--- src/rtl/riscv_pkg.sv ---
// Shared types for the execute/memory pipeline boundary: widths, control/payload structs,
// and the skid-buffer occupancy states.
package riscv_pkg;

    localparam int unsigned XLEN   = 64;
    localparam int unsigned REG_AW = 5;

    typedef struct packed {
        logic branch;
        logic mem_read;
        logic mem_write;
        logic mem_to_reg;
        logic reg_write;
    } ex_mem_ctrl_t;

    typedef struct packed {
        logic [XLEN-1:0]   alu_out;
        logic              zero;
        logic              carry;
        logic [XLEN-1:0]   store_data;
        logic [XLEN-1:0]   pc;
        logic [REG_AW-1:0] rd;
        ex_mem_ctrl_t      ctrl;
    } ex_mem_payload_t;

    // Encoding doubles as the occupancy count.
    typedef enum logic [1:0] {
        EMPTY = 2'd0,
        ONE   = 2'd1,
        FULL  = 2'd2
    } skid_state_e;

    function automatic logic br_taken(input ex_mem_payload_t p);
        return p.ctrl.branch & p.zero;
    endfunction

endpackage

--- src/rtl/ex_mem_skid_reg.sv ---
// EX/MEM pipeline register with a 2-entry skid buffer; in_ready and all outputs come from flops
// so memory-stage back-pressure never forms a combinational path into execute.
module ex_mem_skid_reg
    import riscv_pkg::*;
(
    input  logic              clk,
    input  logic              rst_n,
    input  logic              flush,
    input  logic              in_valid,
    output logic              in_ready,
    input  logic [XLEN-1:0]   in_alu_out,
    input  logic              in_zero,
    input  logic              in_carry,
    input  logic [XLEN-1:0]   in_store_data,
    input  logic [XLEN-1:0]   in_pc,
    input  logic [REG_AW-1:0] in_rd,
    input  logic [4:0]        in_ctrl,
    output logic              out_valid,
    input  logic              out_ready,
    output logic [XLEN-1:0]   out_alu_out,
    output logic              out_zero,
    output logic              out_carry,
    output logic [XLEN-1:0]   out_store_data,
    output logic [XLEN-1:0]   out_pc,
    output logic [REG_AW-1:0] out_rd,
    output logic [4:0]        out_ctrl,
    output logic              out_br_taken,
    output logic [1:0]        occupancy
);

    skid_state_e     state_q, state_d;
    ex_mem_payload_t main_q, main_d;
    ex_mem_payload_t skid_q, skid_d;
    ex_mem_payload_t in_payload;
    logic            in_ready_q, in_ready_d;
    logic            out_valid_q, out_valid_d;
    logic            br_taken_q, br_taken_d;
    logic            push, pop;

    always_comb begin
        in_payload.alu_out    = in_alu_out;
        in_payload.zero       = in_zero;
        in_payload.carry      = in_carry;
        in_payload.store_data = in_store_data;
        in_payload.pc         = in_pc;
        in_payload.rd         = in_rd;
        in_payload.ctrl       = ex_mem_ctrl_t'(in_ctrl);
    end

    assign push = in_valid & in_ready_q;
    assign pop  = out_valid_q & out_ready;

    always_comb begin
        state_d = state_q;
        main_d  = main_q;
        skid_d  = skid_q;
        if (flush) begin
            // Squash wins over any same-cycle push/pop; payload regs keep stale data.
            state_d = EMPTY;
        end else begin
            unique case (state_q)
                EMPTY: begin
                    if (push) begin
                        main_d  = in_payload;
                        state_d = ONE;
                    end
                end
                ONE: begin
                    if (push && pop) begin
                        main_d = in_payload;
                    end else if (push) begin
                        skid_d  = in_payload;
                        state_d = FULL;
                    end else if (pop) begin
                        state_d = EMPTY;
                    end
                end
                FULL: begin
                    if (pop) begin
                        main_d  = skid_q;
                        state_d = ONE;
                    end
                end
                default: state_d = EMPTY;
            endcase
        end
        in_ready_d  = (state_d != FULL);
        out_valid_d = (state_d != EMPTY);
        br_taken_d  = out_valid_d & br_taken(main_d);
    end

    always_ff @(posedge clk or negedge rst_n) begin
        if (!rst_n) begin
            state_q     <= EMPTY;
            main_q      <= '0;
            skid_q      <= '0;
            in_ready_q  <= 1'b1;
            out_valid_q <= 1'b0;
            br_taken_q  <= 1'b0;
        end else begin
            state_q     <= state_d;
            main_q      <= main_d;
            skid_q      <= skid_d;
            in_ready_q  <= in_ready_d;
            out_valid_q <= out_valid_d;
            br_taken_q  <= br_taken_d;
        end
    end

    assign in_ready       = in_ready_q;
    assign out_valid      = out_valid_q;
    assign out_alu_out    = main_q.alu_out;
    assign out_zero       = main_q.zero;
    assign out_carry      = main_q.carry;
    assign out_store_data = main_q.store_data;
    assign out_pc         = main_q.pc;
    assign out_rd         = main_q.rd;
    assign out_ctrl       = main_q.ctrl;
    assign out_br_taken   = br_taken_q;
    assign occupancy      = state_q;

endmodule

--- config.mk ---
export PLATFORM = sky130hd
export DESIGN_NAME = ex_mem_skid_reg
export DESIGN_NICKNAME = d
export VERILOG_FILES = /design/src/rtl/riscv_pkg.sv /design/src/rtl/ex_mem_skid_reg.sv
export SDC_FILE = /design/constraint.sdc
export NUM_CORES = 1
export LEC_CHECK = 0
export CAP_MARGIN = 15
export CORE_ASPECT_RATIO = 0.6
export CORE_MARGIN = 4
export CORE_UTILIZATION = 45
export DETAILED_ROUTE_END_ITERATION = 8
export GPL_TIMING_DRIVEN = 0
export HOLD_SLACK_MARGIN = 0.06
export PLACE_DENSITY = 0.8
export SLEW_MARGIN = 15
export SYNTH_ARGS = -nofsm -noshare
export SYNTH_HDL_FRONTEND = slang
export SYNTH_SLANG_ARGS = --single-unit
--- constraint.sdc ---
create_clock -name clk -period 1.6 [get_ports clk]
set_input_delay 0.48 -clock clk [delete_from_list [all_inputs] [get_ports clk]]
set_output_delay 0.48 -clock clk [all_outputs]
set_load 0.01 [all_outputs]
======== Word-level counts from Yosys, hierarchy flattened ========
Cells that the tools add are included.
Widths: inputs -> output; s select.
word-level totals
  register bits after elaboration ......... 413
  bits in latches ......................... 0
  RAM bits ................................ 0
  ROM bits ................................ 0
  output and inout port bits .............. 209
  word-level logic and storage cells ...... 56
  memories kept ........................... 0
operators by class
  $add $sub $neg .......................... 0
  multiply operators ...................... 0
  div/mod/pow operators ................... 0
  magnitude comparators ................... 0
  eq/ne operators ......................... 6
  shift operators ......................... 0
  muxes and demuxes ....................... 12
  bitwise operators ....................... 6
  reduce and logical (&&, ||, !) cells .... 6
operator list
  operator            number
  $mux 204            3
  $pmux 204 s3        1
  $mux 140            1
  $mux 2              6
  $ne 2x2->1 const B  4
  $pmux 2 s3          1
  $reduce_and 5->1    1
  $and 1x1->1         4
  $reduce_and 4->1    1
  $reduce_bool 3->1   1
  $eq 2x1->1 const B  1
  $eq 2x2->1 const B  1
  $logic_not 2->1     1
  $not 1->1           2
  $reduce_bool 2->1   1
  $logic_and 1x1->1   1

======== Depth between registers and ports, before layout ========
Gate-level depths: netlist of run 1.
  depth in word-level cells ............... 8
  gate-level depth with buffers ........... 7

======== Worst setup path after synthesis of run 1 ========
OpenSTA, ideal clock, no wires.
  kind .................................... register -> register
  from .................................... reg state_q[1], in the netlist occupancy[1]
  to ...................................... reg skid_q[100] (netlist bit)
  setup time .............................. 0.125 ns
  data arrival time ....................... 1.554 ns
  slack ................................... -0.079 ns
  cell stages (with the launch flop) ...... 7
  path buffers ............................ 3
  cells stage by stage .................... dfrtp_1 > buf_4 > and4bb_1 > nand2_2 > buf_6 > buf_6 > mux2_4
between the ends
  cells in the longest elaborated chain, start to end .. 2
ends and longest elaborated chain
  element                     RTL line                text
  start, declared             ex_mem_skid_reg.sv:31   skid_state_e state_q, state_d;
  start signal, assigned      ex_mem_skid_reg.sv:101  state_q <= state_d;
  $eq 2x1->1                  ex_mem_skid_reg.sv:61   unique case (state_q)
  $reduce_and 4->1 (no line)  n/a
  end signal, assigned        ex_mem_skid_reg.sv:103  skid_q <= skid_d;
  end, declared               ex_mem_skid_reg.sv:33   ex_mem_payload_t skid_q, skid_d;
No other way between the ends.
A chain may end at the register's enable or synchronous reset.

======== Final worst setup path of run 1 ========
  from .................................... reg in_ready_q, in the netlist in_ready
  to ...................................... reg skid_q[128] (netlist bit)
between the ends
  cells in the longest elaborated chain, start to end .. 4
ends and longest elaborated chain
  element                       RTL line                text
  start, declared               ex_mem_skid_reg.sv:35   logic in_ready_q, in_ready_d;
  start signal, assigned        ex_mem_skid_reg.sv:104  in_ready_q <= in_ready_d;
  $and 1x1->1 *                 ex_mem_skid_reg.sv:50   assign push = in_valid & in_ready_q;
  $logic_and 1x1->1             ex_mem_skid_reg.sv:69   if (push && pop) begin
  $not 1->1 (no line)           n/a
  $reduce_and 4->1 (no line) *  n/a
Mark *: on every way between the ends. The rest lies on a longest branch, timed or not.

==> results of run 1 <==
[where the power goes]
| part | internal (mW) | switching (mW) |
|---|---|---|
| sequential | 14.5 | 2.42 |
| clock | 5.41 | 4.16 |
| combinational | 6.22 | 4.54 |
| total | 26.1 | 11.1 |
[flip-flops by register name (all words and copies together) (netlist names), 2 cells and up]
| register | cells |
|---|---|
| occupancy | 2 |
| out_alu_out | 64 |
| out_ctrl | 5 |
| out_pc | 64 |
| out_rd | 5 |
| out_store_data | 64 |
| skid_q | 204 |
[kinds of logic after synthesis]
group                     count (synthesis)  synth area share
AOI/OAI and AO/OA                       416             0.151
DFF                                     413             0.595
and+or+nand+nor                         213            0.0486
muxes                                   205             0.167
buffers and inverters                   114            0.0372
xor gates and xnor gates                  1          0.000504
[per-layer routing]
metal  share of wire  track usage  vias up
li1                -            -     5889
met1            0.42        0.336     6839
met2            0.48        0.405      526
met3           0.073       0.0640      112
met4           0.027       0.0693       12
met5          0.0015            0        -
[cell usage after synthesis]
master     instances  share of area
a221oi_1           1        0.00050
a22oi_1          202          0.087
mux2_2            44          0.029
buf_2             64          0.018
a21bo_2            1        0.00058
and4b_1            1        0.00058
nor3_4             1        0.00094
o21ai_1           64          0.018
buf_6             18          0.012
buf_1              3        0.00065
a32oi_1            2         0.0010
and3b_1            1        0.00050
o2bb2ai_1          1        0.00050
dfrtp_1          412           0.59
and3_1             1        0.00036
a21oi_1            1        0.00029
buf_4              1        0.00043
nand4b_1           1        0.00050
dfstp_2            1         0.0015
and4bb_1           1        0.00072
inv_1              1        0.00022
a21boi_2           1        0.00065
a211o_1            1        0.00050
xnor2_1            1        0.00050
o21ai_0          141          0.041
mux2_4           160           0.14
nor2b_1            1        0.00036
mux2i_1            1        0.00058
nand2_1          205          0.044
a2bb2oi_2          1        0.00086
nand2_2            1        0.00036
clkbuf_1          27         0.0058
[final timing paths]
kind / end / slack, ns
worst min-delay path: out_pc[54]$_DFFE_PN0P_ / -0.15
worst min register to register: out_alu_out[12]$_DFFE_PN0P_ / 0.47
max in group asynchronous: occupancy[0]$_DFF_PN0_ / 0.44
min in group clk: out_alu_out[12]$_DFFE_PN0P_ / 0.47
worst max-delay path: skid_q[128]$_DFFE_PN0P_ / -0.19
worst max register to register: skid_q[128]$_DFFE_PN0P_ / -0.19
[repair_timing]
item | 4_1_cts | 5_1_grt
endpoints found under the hold margin | 55 | 55
endpoints found under the setup margin | 618 | 616
pin swaps | 4 | 2
gates cloned | 4 | 1
setup buffers | 14 | 5
gates resized for setup | 495 | 58
[cell type report]
type / count / area, um^2 / share of cell area
diodes: 5 / 12.5 / 0.000514
plain buffers: 111 / 1230 / 0.0506
clock buffers: 59 / 1200 / 0.0494
clock inverters: 14 / 113 / 0.00463
inverters: 1 / 3.75 / 0.000154
multi-input cells: 835 / 6510 / 0.268
flip-flops and latches: 413 / 10300 / 0.425
well taps: 513 / 642 / 0.0264
repair buffers: 445 / 4280 / 0.176
[per-stage QoR]
step	cell area (um^2)	setup WS, ns	util	instances	hold WS, ns
4_1_cts	24200	-0.160	0.639	2385	-0.158
3_3_place_gp	22200	-17.63	0.585	2292	0.463
2_1_floorplan	17400	-0.0766	-	1362	0.184
6_report	24300	-0.192	0.642	2396	-0.147
3_5_place_dp	22300	-1.45	0.588	2296	0.420
5_1_grt	24300	-0.255	0.642	2396	-0.140
==> out/qor.txt, run 1 <==
outcome: finished, violations left
failing checks: hold timing, setup timing
worst vdd ir: 818 uV
Synth warnings: 0
die area: 41,900 um^2
gr ovfl total: 0
largest net degree at the start of global routing: 105
Pins Over Slew Limit: 0
Slew headroom: 0.614
DIE WIDTH: 262 um
Initial Utilization: 0.458
crit-path max cell delay: 0.57 ns
syn nets: 1,571
hpwl dp: 37,000 um
total negative slack: -74.90 ns
CP startpoint: in_ready$_DFF_PN1_
Root Driver: clkbuf_16
CTS tree: yes
Yosys reg bits: 413
DIE HEIGHT: 160 um
# H-tree levels: 2
period utilization: 1.12
drt via density: 5.58
fill count: 2,799
Clock transition at path regs: 0.06 ns
IO Pins: 418
data required time of the worst path: 2.01 ns
setup violators final: 594
CTS Buf Count: 40
via count: 13,400
leakage: 11.6 nW
vias in the first global route: 14,100
final hold violations: 55
Fmax: 558 MHz
post-route ant nets: 0
initial antenna violation count: 11
crit-path cells: and4bb_4, nand2_8, buf_16, buf_12, mux2_4
CP Max Fanout: 10
Post-Syn Area: 17,400 um^2
Worst R2R Path Depth: 5
CP endpoint kind: register
Power Density: 1530 nW/um^2
fin nets: 2,056
clock skew: 0.0159 ns
Clock Path Buffers: 3
first-pass GRT wire length: 82,900 um
Total GRT Usage: 0.250
synthesis-to-finish area growth: 40.1%
WP depth: 5
sequential area share after synthesis: 0.595
Worst Tran Pin Value: 0.579 ns
Critical Path Start Type: register
most frequent cells in the layout: dfrtp_1, clkdlybuf4s50_1, nand2_1, a22oi_1, dlygate4sd2_1
RR Startpoint: in_ready$_DFF_PN1_
worst skew pair latency: 0.54 ns
MaxCap Viol Count: 0
final worst slack: -0.192 ns
row count: 55
Critical path buffers and inverters: 2
CP max stage cell: dfstp_2
worst min path class: in -> async
most common cell after layout, fill and taps aside: dfrtp_1
crit-path leading delay family: flip-flops
# DRC: 0
DRT Pass-1 Iters: 8
Synth cell types: 32
routability cong.: 0.860
CP arrival: 2.20 ns
total chip power: 37.2 mW
post-layout min period: 1.79 ns
RSZ-0062 raised after global routing: true
Total Routed Length: 53,900 um
synthesized instance count: 1,362
Clock Sinks: 413
Port Buf Inserts: 417
core area: 37,900 um^2
layout cell share with drive strength beyond 1: 0.239
routed length per instance: 22.5 um
critical path class: reg -> reg
syn avg cell area: 12.8 um^2
1st-iter DRT viols: 1,187
final hold slack: -0.147 ns
No activity file was read; power rests on OpenSTA's default activity.
==> run 2: changes to the inputs <==
--- a/config.mk
+++ b/config.mk
@@ -8,11 +8,11 @@
 export CAP_MARGIN = 15
 export CORE_ASPECT_RATIO = 0.6
 export CORE_MARGIN = 4
-export CORE_UTILIZATION = 45
+export CORE_UTILIZATION = 50
 export DETAILED_ROUTE_END_ITERATION = 8
 export GPL_TIMING_DRIVEN = 0
 export HOLD_SLACK_MARGIN = 0.06
-export PLACE_DENSITY = 0.8
+export PLACE_DENSITY = 0.84
 export SLEW_MARGIN = 15
 export SYNTH_ARGS = -nofsm -noshare
 export SYNTH_HDL_FRONTEND = slang
==> constraint.sdc (replaced) <==
create_clock -name clk -period 2.2 [get_ports clk]
set_input_delay 0.66 -clock clk [delete_from_list [all_inputs] [get_ports clk]]
set_output_delay 0.66 -clock clk [all_outputs]
set_load 0.01 [all_outputs]
==> run 2 against run 1 <==
- the run now ends clean
- sequential power is 27% lower
- global-route usage is 2.0 points higher
- first-iteration DRC count is 20% lower
- via count is 0.52% lower
- sequential cell count stayed put
- hold slack better by 0.63 ns
- die area is 9.6% lower
- total power is 26% lower
- clock power is 24% lower
- non-clock buffer count is 22 lower
- critical path type is now reg -> out
==> out/qor.txt, run 2 (synthesis gave the netlist of run 1 again) <==
met2 Use GR: 0.427 (was 0.405)
Worst Hold Launch: out_pc[63]$_DFFE_PN0P_
worst skew pair latency: 0.54 ns (about the same)
GR peak layer: met2 (unchanged)
number of placed instances with taps included: 2,242 (was 2,296)
Total GRT Usage: 0.269 (was 0.250)
post-route ant nets: 0 (unchanged)
crit-path max cell delay: 0.64 ns (was 0.57 ns)
die area: 37,900 um^2 (was 41,900 um^2)
setup violators final: 0 (was 594)
post-layout min period: 2.17 ns
vias in the first global route: 14,200 (was 14,100)
# DRC: 0 (unchanged)
gr ovfl total: 0 (unchanged)
row count: 52 (was 55)
crit-path leading delay family: buffers and inverters (was flip-flops)
synthesis-to-finish area growth: 36.4% (was 40.1%)
CTS tree: yes (unchanged)
worst hold endpoint: out_pc[63]$_DFFE_PN0P_
first-pass GRT wire length: 82,000 um (was 82,900 um)
DIE HEIGHT: 152 um (was 160 um)
drt via density: 5.74 (was 5.58)
CP arrival: 1.51 ns (was 2.20 ns)
design area: 23,700 um^2 (was 24,300 um^2)
Port Buf Inserts: 417 (unchanged)
Pins Over Slew Limit: 0 (unchanged)
R2R Path End: out_alu_out[12]$_DFFE_PN0P_ (was skid_q[128]$_DFFE_PN0P_)
fill count: 2,327 (was 2,799)
clock skew: 0.0202 ns (was 0.0159 ns)
MaxCap Viol Count: 0 (unchanged)
worst vdd ir: 632 uV (was 818 uV)
fin nets: 2,033 (was 2,056)
Critical path buffers and inverters: 1 (was 2)
max FFs per register: 204 (unchanged)
Clock Sinks: 413 (unchanged)
period utilization: 0.986
via count: 13,300 (was 13,400)
most frequent cells in the layout: dfrtp_1, clkdlybuf4s50_1, nand2_1, a22oi_1, mux2_4 (was dfrtp_1, clkdlybuf4s50_1, nand2_1, a22oi_1, dlygate4sd2_1)
global routing usage on met1: 0.354 (was 0.336)
layout cell share with drive strength beyond 1: 0.198 (was 0.239)
largest net degree at the start of global routing: 102 (was 105)
Root Driver: clkbuf_16 (unchanged)
Largest Register: skid_q (unchanged)
register share of total power: 0.445 (was 0.454)
Total Routed Length: 52,300 um (was 53,900 um)
P_int: 19.7 mW (was 26.1 mW)
switching part of the total: 0.288 (was 0.299)
leakage: 10.9 nW (was 11.6 nW)
Cell Area, Placed: 22,200 um^2 (was 22,300 um^2)
Slew headroom: 0.627 (was 0.614)
core area: 34,000 um^2 (was 37,900 um^2)
grt met3 use: 0.0727 (was 0.0640)
CP Max Fanout: 2 (was 10)
Fmax: 461 MHz
reg2reg setup slack: 0.23 ns (was -0.19 ns)
Power Density: 1170 nW/um^2 (was 1530 nW/um^2)
worst min path class: reg -> reg (was in -> async)
post-CTS repair timing setup buffer count: 0 (was 14)
crit-path cells: clkdlybuf4s50_1 (was and4bb_4, nand2_8, buf_16, buf_12, mux2_4)
critical path class: reg -> out (was reg -> reg)
Gate power share: 0.294 (was 0.289)
DIE WIDTH: 249 um (was 262 um)
CTS Buf Count: 39 (was 40)
data required time of the worst path: 1.54 ns (was 2.01 ns)
outcome: completed (was finished, violations left)
Clock Power Share: 0.261 (was 0.257)
routed length per instance: 22.6 um (was 22.5 um)
Clock transition at path regs: 0.06 ns (about the same)
CP endpoint kind: output pin (was register)
Finished Layout Cells: 2,317 (was 2,396)
routability cong.: 0.872 (was 0.860)
DRT Pass-1 Iters: 5 (was 8)
Net Sw Power: 7.99 mW (was 11.1 mW)
Critical Path Start Type: register (unchanged)
Initial Utilization: 0.511 (was 0.458)
initial antenna violation count: 7 (was 11)
Worst Tran Pin Value: 0.560 ns (was 0.579 ns)
Hold Path Stages: 2
IO Pins: 418 (unchanged)
Worst R2R Path Depth: 6 (was 5)
most common cell after layout, fill and taps aside: dfrtp_1 (unchanged)
# H-tree levels: 2 (unchanged)
RR Startpoint: occupancy[0]$_DFF_PN0_ (was in_ready$_DFF_PN1_)
1st-iter DRT viols: 946 (was 1,187)
final hold violations: 0 (was 55)
Clock Path Buffers: 3 (unchanged)
RSZ-0062 raised after global routing: true (unchanged)
CP max stage cell: clkdlybuf4s50_1 (was dfstp_2)
hpwl dp: 37,000 um (about the same)
## run 2: how the worst max path moves through the flow
stage,from,end,slack (ns),depth (start not counted)
CTS,out_pc[39]$_DFFE_PN0P_,out_pc[39],0.0008,1
detailed placement,flush,out_pc[12]$_DFFE_PN0P_,-0.97,8
floorplan,flush,out_store_data[33]$_DFFE_PN0P_,0.41,7
finish,out_pc[40]$_DFFE_PN0P_,out_pc[40],0.03,1
global route,flush,out_pc[57]$_DFFE_PN0P_,-0.02,5
global placement,rst_n,out_alu_out[55]$_DFFE_PN0P_,-17.11,1
## run 2: layer usage
metal	part of all wire	up-vias
met2	0.47	550
met1	0.41	6780
li1	-	5830
met3	0.075	142
met4	0.045	6
met5	0.00063	-
## run 2: stage by stage
stage                     hold WS (ns)  utilization  worst slack (ns)  total power [mW]  TNS (ns)
after CTS                        0.483        0.695          0.000806              27.8         0
after global routing             0.505        0.697           -0.0200              29.0   -0.0200
after global placement           0.463        0.651            -17.11              20.0  -7250.11
final                            0.479        0.697            0.0310              27.7         0
after detailed placement         0.473        0.655            -0.966              20.5   -227.30
after floorplan                  0.364            -             0.408              16.2         0
## run 2: worst register-to-register path: cells and delay by family (launching register included)
| family | cells | cell delay [ns] |
|---|---|---|
| flip-flops | 1 | 0.45 |
| AO/OA/AOI/OAI | 3 | 0.55 |
| AND/OR/NAND/NOR | 1 | 0.31 |
| buffers and inverters | 2 | 0.56 |
## run 2: power by group through the flow
stage	Sequential, mW	Combinational [mW]	Clock, mW
after floorplan	12.4	3.85	0
after global placement	12.2	7.86	0
after detailed placement	12.3	8.16	0
after CTS	12.3	8.22	7.34
after global routing	12.6	8.73	7.69
final	12.3	8.15	7.24
## run 2: layout make-up
class / instances / area (um^2) / area share
Antenna cell: 5 / 12.5 / 0.000528
Buffer: 112 / 668 / 0.0282
Clock buffer: 56 / 1150 / 0.0486
Clock inverter: 14 / 216 / 0.00914
Inverter: 1 / 3.75 / 0.000158
Multi-Input combinational cell: 835 / 6400 / 0.270
Sequential cell: 413 / 10300 / 0.436
Tap cell: 459 / 574 / 0.0242
Timing Repair Buffer: 422 / 4320 / 0.183
## run 2: what timing repair did
| action | in CTS | in global routing |
|---|---|---|
| hold buffers | 1 | 0 |
| hold endpoints to repair | 30 | 0 |
| setup endpoints to repair | 210 | 128 |
| resized for setup | 13 | 31 |
==> run 3: changes to the inputs <==
--- a/config.mk
+++ b/config.mk
@@ -10,7 +10,6 @@
 export CORE_MARGIN = 4
 export CORE_UTILIZATION = 50
 export DETAILED_ROUTE_END_ITERATION = 8
-export GPL_TIMING_DRIVEN = 0
 export HOLD_SLACK_MARGIN = 0.06
 export PLACE_DENSITY = 0.84
 export SLEW_MARGIN = 15
==> run 3 against run 2 <==
- total power shrank 0.71%
- via count down 0.63%
- fmax increased by 0.55%
- non-clock buffer count down 17
- global-route usage is 0.73 points lower
- largest cell class unchanged
- clock skew fell by 0.0075 ns
- utilization rose by 0.88 points
- routed wire length shrank 2.9%
- clock power shrank 5.4%
- setup slack improved by 0.012 ns
- critical path type unchanged
==> out/qor.txt, run 3 (synthesis gave the netlist of run 1 again) <==
outcome: completed (unchanged)
CP endpoint kind: output pin (unchanged)
met2 Use GR: 0.430 (was 0.427)
Clock Path Buffers: 3 (unchanged)
global routing usage on met1: 0.349 (was 0.354)
most frequent cells in the layout: dfrtp_1, clkdlybuf4s50_1, nand2_1, a22oi_1, mux2_4 (unchanged)
critical path class: reg -> out (unchanged)
first-pass GRT wire length: 81,200 um (was 82,000 um)
multi-input logic area: 6420 um^2 (was 6400 um^2)
R2R Path End: skid_q[107]$_DFFE_PN0P_ (was out_alu_out[12]$_DFFE_PN0P_)
hpwl dp: 34,900 um (was 37,000 um)
Initial Utilization: 0.511 (unchanged)
Largest Register: skid_q (unchanged)
core area: 34,000 um^2 (unchanged)
crit-path max cell delay: 0.57 ns (was 0.64 ns)
Cell Area, Placed: 22,600 um^2 (was 22,200 um^2)
largest net degree at the start of global routing: 139 (was 102)
worst vdd ir: 761 uV (was 632 uV)
worst skew pair latency: 0.52 ns (was 0.54 ns)
number of placed instances with taps included: 2,223 (was 2,242)
most common cell after layout, fill and taps aside: dfrtp_1 (unchanged)
setup violators final: 0 (unchanged)
grt met3 use: 0.0650 (was 0.0727)
routability cong.: 0.863 (was 0.872)
DRT Pass-1 Iters: 5 (unchanged)
final core utilization: 0.706 (was 0.697)
Critical Path Sink: out_alu_out[48] (was out_pc[40])
CTS Buf Count: 39 (unchanged)
Worst Tran Pin Value: 0.733 ns (was 0.560 ns)
die area: 37,900 um^2 (unchanged)
max FFs per register: 204 (unchanged)
data required time of the worst path: 1.54 ns (about the same)
Finished Layout Cells: 2,298 (was 2,317)
leakage: 11.0 nW (was 10.9 nW)
total negative slack: 0 ns (unchanged)
RR Startpoint: out_valid$_DFF_PN0_ (was occupancy[0]$_DFF_PN0_)
Setup WS pre-CTS: -0.324 ns (was -0.966 ns)
drt via density: 5.75 (was 5.74)
vias in the first global route: 14,300 (was 14,200)
final hold slack: 0.131 ns (was 0.479 ns)
reg2reg setup slack: 0.29 ns (was 0.23 ns)
WP depth: 1 (unchanged)
# DRC: 0 (unchanged)
worst min path class: in -> async (was reg -> reg)
GR peak layer: met2 (unchanged)
period utilization: 0.981 (was 0.986)
post-layout min period: 2.16 ns (was 2.17 ns)
DIE WIDTH: 249 um (unchanged)
final hold violations: 0 (unchanged)
CP startpoint: out_alu_out[48]$_DFFE_PN0P_ (was out_pc[40]$_DFFE_PN0P_)
# H-tree levels: 2 (unchanged)
Register Area: 10,300 um^2 (about the same)
Critical Path Start Type: register (unchanged)
Total GRT Usage: 0.262 (was 0.269)
CP arrival: 1.50 ns (was 1.51 ns)
initial antenna violation count: 4 (was 7)
gr ovfl total: 0 (unchanged)
Fmax: 464 MHz (was 461 MHz)
Clock Sinks: 413 (unchanged)
Worst R2R Path Depth: 5 (was 6)
fill count: 2,216 (was 2,327)
routed length per instance: 22.1 um (was 22.6 um)
Hold Buf Count CTS: 0 (was 1)
Root Driver: clkbuf_16 (unchanged)
row count: 52 (unchanged)
Total Routed Length: 50,800 um (was 52,300 um)
final worst slack: 0.0428 ns (was 0.0310 ns)
crit-path leading delay family: buffers and inverters (unchanged)
crit-path cells: clkdlybuf4s50_1 (unchanged)
synthesis-to-finish area growth: 38.1% (was 36.4%)
design area: 24,000 um^2 (was 23,700 um^2)
Slew headroom: 0.511 (was 0.627)
Power Density: 1150 nW/um^2 (was 1170 nW/um^2)
via count: 13,200 (was 13,300)
Critical path buffers and inverters: 1 (unchanged)
post-route ant nets: 0 (unchanged)
1st-iter DRT viols: 904 (was 946)
total chip power: 27.5 mW (was 27.7 mW)
IO Pins: 418 (unchanged)
layout cell share with drive strength beyond 1: 0.204 (was 0.198)
CP max stage cell: clkdlybuf4s50_1 (unchanged)
Clock transition at path regs: 0.07 ns (was 0.06 ns)
DIE HEIGHT: 152 um (unchanged)
Port Buf Inserts: 417 (unchanged)
MaxCap Viol Count: 0 (unchanged)
CTS tree: yes (unchanged)
clock skew: 0.0128 ns (was 0.0202 ns)
RSZ-0062 raised after global routing: false (was true)
Pins Over Slew Limit: 0 (unchanged)
fin nets: 2,016 (was 2,033)
CP Max Fanout: 2 (unchanged)
[run 3: cell types whose count changed in the layout (fill, tap and decap cells not counted), sizes merged, moves of 3 or more]
cell,delta
dlymetal6s2s,-5
clkinv,-3
bufinv,-3
buf,+13
clkdlybuf4s50,+6
clkbuf,-23
[run 3: area by class of cell]
type,count,share of cell area
antenna,4,0.000417
sequential,413,0.431
clock buffer,61,0.0501
clock inverter,8,0.00402
tap,459,0.0239
multi-input combinational,835,0.268
inverter,1,0.000156
timing repair buffer,517,0.223
[run 3: worst min-delay path by stage]
stage,to,slack [ns],cells after the start
floorplan,occupancy[0]$_DFF_PN0_,0.36,0
global placement,out_store_data[43]$_DFFE_PN0P_,0.46,2
detailed placement,out_pc[0]$_DFFE_PN0P_,0.47,2
CTS,skid_q[116]$_DFFE_PN0P_,0.12,1
global route,skid_q[116]$_DFFE_PN0P_,0.13,1
finish,skid_q[111]$_DFFE_PN0P_,0.13,1
[run 3: per-layer routing]
metal | up-vias | share of wire
met5 | - | 0.00026
met1 | 6752 | 0.41
met2 | 558 | 0.48
li1 | 5799 | -
met4 | 2 | 0.032
met3 | 113 | 0.072
[run 3: power breakdown]
part	switching (mW)	internal (mW)	total, mW
sequential	1.83	10.5	12.4
combinational	3.21	5.10	8.31
clock	2.86	3.99	6.85
total	7.90	19.6	27.5
[run 3: what timing repair did]
item,CTS,global route
resized for setup,7,8
cloned,0,0
setup buffers,0,2
setup endpoints to repair,6,9
